**config.mk**
```make
export PLATFORM = sky130hd
export DESIGN_NAME = sym_restore_flat
export DESIGN_NICKNAME = d
export VERILOG_FILES = /design/src/rtl/sym_restore_if.sv /design/src/rtl/sym_restore.sv /design/src/flat_wrapper.sv
export SDC_FILE = /design/constraint.sdc
export NUM_CORES = 1
export LEC_CHECK = 0
export CAP_MARGIN = 10
export CORE_MARGIN = 1.5
export CORE_UTILIZATION = 42
export CTS_CLUSTER_DIAMETER = 60
export CTS_CLUSTER_SIZE = 10
export DETAILED_ROUTE_END_ITERATION = 16
export PLACE_DENSITY = 0.81
export SLEW_MARGIN = 15
export SYNTH_ARGS = -nofsm -noshare
export SYNTH_HDL_FRONTEND = slang
export SYNTH_SLANG_ARGS = --single-unit
```
**constraint.sdc**
```tcl
create_clock -name clk -period 2.28 [get_ports clk]
set_input_delay 0.684 -clock clk [delete_from_list [all_inputs] [get_ports clk]]
set_output_delay 0.684 -clock clk [all_outputs]
set_load 0.01 [all_outputs]
```
**src/rtl/sym_restore_if.sv**
```systemverilog
// Handshake bundle for sym_restore: sign FIFO input, folded result input,
// restored result output and status.
//
// Handshake rule (all three channels): a transfer happens on the rising clk
// edge where valid and ready are both high; ready never depends on valid.
interface sym_restore_if #(
    parameter int M     = 4,
    parameter int N     = 8,
    parameter int DEPTH = 4
);
    localparam int W  = M + N;
    localparam int LW = $clog2(DEPTH) + 1;

    logic                sign_valid;
    logic                sign_in;
    logic                sign_ready;
    logic                y_valid;
    logic signed [W-1:0] y_in;
    logic                y_ready;
    logic                out_valid;
    logic signed [W-1:0] out_y;
    logic                out_ready;
    logic [LW-1:0]       level;
    logic                err;

    // Producer / consumer side (testbench or surrounding pipeline).
    modport master (
        output sign_valid, sign_in, y_valid, y_in, out_ready,
        input  sign_ready, y_ready, out_valid, out_y, level, err
    );

    // The restore block itself.
    modport slave (
        input  sign_valid, sign_in, y_valid, y_in, out_ready,
        output sign_ready, y_ready, out_valid, out_y, level, err
    );
endinterface

```
**src/rtl/sym_restore.sv**
```systemverilog
// sym_restore: undoes an input-axis fold. Signs from the fold stage are queued
// in a small FIFO; each folded approximator result pops the oldest sign and is
// mapped back to the unfolded domain (odd or point-about-(0,0.5) symmetry).
// Optional feature macro: SYM_RESTORE_SAT_EN -- saturate the restored value
// instead of wrapping it to M+N bits.
module sym_restore #(
    parameter int M        = 4,
    parameter int N        = 8,
    parameter int SYM_TYPE = 0,
    parameter int DEPTH    = 4
) (
    input  logic        clk,
    input  logic        rst,
    sym_restore_if.slave bus
);
    localparam int W  = M + N;
    localparam int AW = $clog2(DEPTH);
    localparam int LW = AW + 1;

    // 1.0 in the fixed-point format, held one bit wider than the datapath.
    localparam logic signed [W:0] ONE_WIDE = (W+1)'(1) << N;
`ifdef SYM_RESTORE_SAT_EN
    localparam logic signed [W-1:0] MAX_Y = {1'b0, {(W-1){1'b1}}};
    localparam logic signed [W-1:0] MIN_Y = {1'b1, {(W-1){1'b0}}};
`endif

    logic [DEPTH-1:0]    sign_mem_q;
    logic [AW-1:0]       wr_ptr_q, wr_ptr_d;
    logic [AW-1:0]       rd_ptr_q, rd_ptr_d;
    logic [LW-1:0]       level_q, level_d;
    logic                out_valid_q, out_valid_d;
    logic signed [W-1:0] out_y_q, out_y_d;
    logic                err_q, err_d;

    logic                full, empty, push, pop, head_sign;
    logic signed [W:0]   y_ext, r_wide;
    logic signed [W-1:0] r_red;

    assign full      = (level_q == LW'(DEPTH));
    assign empty     = (level_q == '0);
    assign head_sign = sign_mem_q[rd_ptr_q];

    // A full FIFO refuses pushes even if a pop frees a slot in the same cycle.
    assign bus.sign_ready = !full;
    assign bus.y_ready    = !empty && (!out_valid_q || bus.out_ready);
    assign push           = bus.sign_valid && !full;
    assign pop            = bus.y_valid && bus.y_ready;

    // Restore the folded value at one extra bit so -(-2^(W-1)) is exact.
    always_comb begin
        y_ext  = {bus.y_in[W-1], bus.y_in};
        r_wide = y_ext;
        if (head_sign) begin
            if (SYM_TYPE == 0) r_wide = -y_ext;
            else               r_wide = ONE_WIDE - y_ext;
        end
    end

    // Bring the wide result back to W bits: clamp or two's-complement wrap.
    always_comb begin
        r_red = $signed(r_wide[W-1:0]);
`ifdef SYM_RESTORE_SAT_EN
        if (r_wide[W] != r_wide[W-1]) begin
            r_red = r_wide[W] ? MIN_Y : MAX_Y;
        end
`endif
    end

    // Next-state for pointers, occupancy, output register and error flag.
    always_comb begin
        wr_ptr_d    = wr_ptr_q;
        rd_ptr_d    = rd_ptr_q;
        level_d     = level_q;
        out_valid_d = out_valid_q;
        out_y_d     = out_y_q;
        err_d       = err_q;
        if (push) wr_ptr_d = wr_ptr_q + AW'(1);
        if (pop)  rd_ptr_d = rd_ptr_q + AW'(1);
        case ({push, pop})
            2'b10:   level_d = level_q + LW'(1);
            2'b01:   level_d = level_q - LW'(1);
            default: level_d = level_q;
        endcase
        if (pop) begin
            out_valid_d = 1'b1;
            out_y_d     = r_red;
        end else if (bus.out_ready) begin
            out_valid_d = 1'b0;
        end
        if ((bus.y_valid && empty) || (bus.sign_valid && full)) err_d = 1'b1;
    end

    // Sign storage: written only on an accepted push; contents are don't-care
    // outside the occupied window so they need no reset.
    always_ff @(posedge clk) begin
        if (!rst && push) sign_mem_q[wr_ptr_q] <= bus.sign_in;
    end

    // State registers with synchronous reset that drops everything in flight.
    always_ff @(posedge clk) begin
        if (rst) begin
            wr_ptr_q    <= '0;
            rd_ptr_q    <= '0;
            level_q     <= '0;
            out_valid_q <= 1'b0;
            out_y_q     <= '0;
            err_q       <= 1'b0;
        end else begin
            wr_ptr_q    <= wr_ptr_d;
            rd_ptr_q    <= rd_ptr_d;
            level_q     <= level_d;
            out_valid_q <= out_valid_d;
            out_y_q     <= out_y_d;
            err_q       <= err_d;
        end
    end

    assign bus.out_valid = out_valid_q;
    assign bus.out_y     = out_y_q;
    assign bus.level     = level_q;
    assign bus.err       = err_q;
endmodule

```
**src/flat_wrapper.sv**
```systemverilog
// flat-port wrapper written by rule: the top's interface ports become plain ports
module sym_restore_flat 
#(
    parameter int M        = 4,
    parameter int N        = 8,
    parameter int SYM_TYPE = 0,
    parameter int DEPTH    = 4
)
  (clk, rst, bus_sign_valid, bus_sign_in, bus_y_valid, bus_y_in, bus_out_ready, bus_sign_ready, bus_y_ready, bus_out_valid, bus_out_y, bus_level, bus_err);
  sym_restore_if #(.M(M), .N(N), .DEPTH(DEPTH)) bus_i ();
  input  logic clk;
  input  logic rst;
  input wire logic [$bits(bus_i.sign_valid)-1:0] bus_sign_valid;
  input wire logic [$bits(bus_i.sign_in)-1:0] bus_sign_in;
  input wire logic [$bits(bus_i.y_valid)-1:0] bus_y_valid;
  input wire logic [$bits(bus_i.y_in)-1:0] bus_y_in;
  input wire logic [$bits(bus_i.out_ready)-1:0] bus_out_ready;
  output wire logic [$bits(bus_i.sign_ready)-1:0] bus_sign_ready;
  output wire logic [$bits(bus_i.y_ready)-1:0] bus_y_ready;
  output wire logic [$bits(bus_i.out_valid)-1:0] bus_out_valid;
  output wire logic [$bits(bus_i.out_y)-1:0] bus_out_y;
  output wire logic [$bits(bus_i.level)-1:0] bus_level;
  output wire logic [$bits(bus_i.err)-1:0] bus_err;
  assign bus_i.sign_valid = bus_sign_valid;
  assign bus_i.sign_in = bus_sign_in;
  assign bus_i.y_valid = bus_y_valid;
  assign bus_i.y_in = bus_y_in;
  assign bus_i.out_ready = bus_out_ready;
  assign bus_sign_ready = bus_i.sign_ready;
  assign bus_y_ready = bus_i.y_ready;
  assign bus_out_valid = bus_i.out_valid;
  assign bus_out_y = bus_i.out_y;
  assign bus_level = bus_i.level;
  assign bus_err = bus_i.err;
  sym_restore #(.M(M), .N(N), .SYM_TYPE(SYM_TYPE), .DEPTH(DEPTH)) u_core (.clk(clk), .rst(rst), .bus(bus_i));
endmodule
```
==> results by group <==
Worst setup path
  – Top delay family on crit path: compound AO/OA/AOI/OAI gates
  – Worst Path Arrival: 2460 ps
  – Worst reg2reg path depth: 8
  – Worst Path Buf+Inv: 2
  – Endpoint type of the worst setup path: flop
  – Worst-path fanout max: 4
  – CP peak stage delay: 460 ps
  – CP Cell Sequence: clkdlybuf4s50_1 > inv_1 > ha_1 > or3b_4 > o31ai_2 > xor2_1 > a211oi_1
  – Stages on worst setup path: 7
  – CP max-delay cell: clkdlybuf4s50_1
  – Worst setup SP type: input pin
  – WS Path Type: in -> reg
  – Worst EP required: 2500 ps

Synthesis
  – #FFs+latches synth: 25
  – Syn. warnings: 0
  – Cells after Synth: 130
  – Syn nets: 155
  – Sequential fraction of the synthesis area: 0.421
  – Post-synthesis cell area: 0.00128 mm²
  – Top-area cell type share of the netlist area: 0.328
  – Post-synth EDFFs: 4
  – Synth area leader: dfxtp_1
  – Async SR Flop Fraction: 0
  – Area contributors post-synth: dfxtp_1, edfxtp_1, xor2_1
  – Syn_area_per_cell: 9.87 µm²
  – Post-synth cell types: 34
  – Top FF cell, synth: dfxtp_1

Floorplan
  – Area of the core: 0.00283 mm²
  – Die footprint: 0.00339 mm²
  – # IOs: 37
  – # rows: 19
  – Chip height: 58.3 µm
  – Die Wd: 58.3 µm
  – Initial Utilization: 0.453

Cells and area
  – ANT cells: 0
  – Most frequent cells in the layout: clkdlybuf4s50_1, nor2_1, dfxtp_1
  – Commonest non-fill, non-tap cell in the layout: clkdlybuf4s50_1
  – Design area: 0.00185 mm²
  – Layout cells sized above 1: 0.207
  – Fillers: 245
  – P&R area growth vs syn: 44.2%
  – Nets@finish: 210

Global route
  – Largest net degree at the start of global routing: 25
  – Vias in the first global route: 1,096
  – GRT overflow: 0
  – Initial antenna violation count: 0
  – First-pass GRT wire length: 4600 µm
  – GRT Overall Usage: 0.178

Worst hold path
  – Min-delay worst type: reg -> reg
  – Hold Crit Depth: 2

Clock network
  – Reg clk slew, reported paths: 120 ps
  – CTS Buffer Depth: 2
  – Hold_buf cts: 0
  – Clk root buf: clkbuf_4
  – CTS tree: done
  – CTS buffer count: 3
  – CTS Sinks: 25
  – Clock insertion delay at the later pin of the skew report: 310 ps
  – CTS H-tree depth: 1

Routing
  – DRT Wirelength: 2860 µm
  – Via density: 5.11
  – Number of DRC markers in iteration 0: 21
  – Final ANT Viol Nets: 0
  – WL per Instance: 13.3 µm
  – Routed vias: 1,099
  – DRC: 5
  – Drt pass-1 iters: 10

Timing
  – Final min period: 2240 ps
  – Fin Clk Skew: 3.65 ps
  – Final-report hold violation count: 0
  – PnR worst setup slack: 42.5 ps
  – Slew Limit Fails: 0
  – Fmax: 447 MHz
  – Fin crit share: 0.981
  – Slew headroom: 0.788
  – Worst slew pin tran: 315 ps
  – Setup-failing EPs final: 0

Power
  – Leakage: 0.720 nW
  – Power per cell area: 1040 mW/mm²
  – Worst vdd ir: 0.720 mV

Job
  – Max-Cap Viols: 0

Place
  – Worst slack at placement: -398 ps
  – Final HPWL DP: 2160 µm
  – IO Port Bufs: 36
  – Placed standard-cell area: 0.00180 mm²
  – Final RePlAce weighted congestion: 0.757

Run status
  – Failing checks: DRC
  – Status: finished, violations left
==> cells by family (layout without fill, tap and decap cells) <==
group / count (synthesis) / after routing / share of synthesized area
AO/OA/AOI/OAI: 26 / 26 / 0.153
XOR/XNOR: 15 / 15 / 0.102
multiplexers: 3 / 3 / 0.0341
AND/OR/NAND/NOR: 41 / 41 / 0.162
buffers and inverters: 13 / 67 / 0.0527
adder cells (fa/ha/maj): 7 / 7 / 0.0741
flip-flops: 25 / 25 / 0.421
==> flip-flops by register name, indices dropped and copies added, names as in the netlist <==
name,flops
u_core.bus.level,3
u_core.sign_mem_q,4
u_core.bus.err,1
u_core.rd_ptr_q,2
u_core.wr_ptr_q,2
u_core.bus.out_y,12
u_core.bus.out_valid,1
==> through the flow <==
| stage | TNS [ps] | std cells | power, mW | hold WS [ps] | util |
|---|---|---|---|---|---|
| global placement | -1740 | 209 | 1.69 | 475 | 0.637 |
| CTS | 0 | 215 | 1.94 | 506 | 0.653 |
| global route | -3.65 | 215 | 2.07 | 533 | 0.654 |
| finish | 0 | 215 | 1.92 | 504 | 0.654 |
| floorplan | -44.9 | 130 | 1.33 | 469 | - |
| detailed placement | -2380 | 209 | 1.73 | 487 | 0.637 |
==> repair_timing <==
item / 4_1_cts / 5_1_grt
setup buffers: 2 / 0
endpoints found under the hold margin: 0 / 0
gates resized for setup: 6 / 1
endpoints found under the setup margin: 4 / 2
pin swaps: 3 / 0
==> synth_stat cells, types with 3 or more instances <==
cell type and n:
dfxtp_1 21, nor2_1 21, xor2_1 12, a211oi_1 10, inv_1 7, ha_1 6, a21oi_1 5, and2_1 4
edfxtp_1 4, o31ai_1 4, or3_1 4, nand2_1 3, xnor2_1 3
==> final cells by class <==
type,count,area [µm²],share of cell area
Clock buffer,4,26.3,0.0142
Inverter,8,32.5,0.0176
Tap cell,31,38.8,0.0210
Sequential cell,25,542,0.293
Multi-Input combinational cell,92,709,0.384
Timing Repair Buffer,55,500,0.271
==> path summary, 6_finish.rpt <==
check,startpoint,end,slack [ps]
setup / recovery,bus_y_in[0],u_core.bus.out_y[10]$_SDFFE_PP0P_,40
setup reg to reg,u_core.bus.level[2]$_SDFFE_PP0P_,u_core.bus.level[2]$_SDFFE_PP0P_,120
hold reg to reg,u_core.wr_ptr_q[1]$_SDFFE_PP0P_,u_core.wr_ptr_q[1]$_SDFFE_PP0P_,500
hold / removal,u_core.wr_ptr_q[1]$_SDFFE_PP0P_,u_core.wr_ptr_q[1]$_SDFFE_PP0P_,500
==> where the power goes <==
group	internal [mW]	leakage, nW	switching, mW	total [mW]
clock	0.0682	0.0150	0.122	0.190
combinational	0.561	0.496	0.489	1.05
sequential	0.584	0.209	0.0982	0.682
==> metal layers <==
layer,global-route usage,vias to the layer above,part of all wire
li1,-,559,-
met1,0.199,510,0.41
met2,0.342,28,0.54
met3,0.0268,2,0.051
met4,0.0498,0,0.0049
met5,0,-,0
==> tightest hold or removal path, delay by kind of cell, from the launching register on <==
| family | cells | cell delay (ps) |
|---|---|---|
| compound gates | 1 | 50 |
| simple gates | 1 | 60 |
| flops | 1 | 360 |
Note: power is estimated with default switching activity, not from simulation.
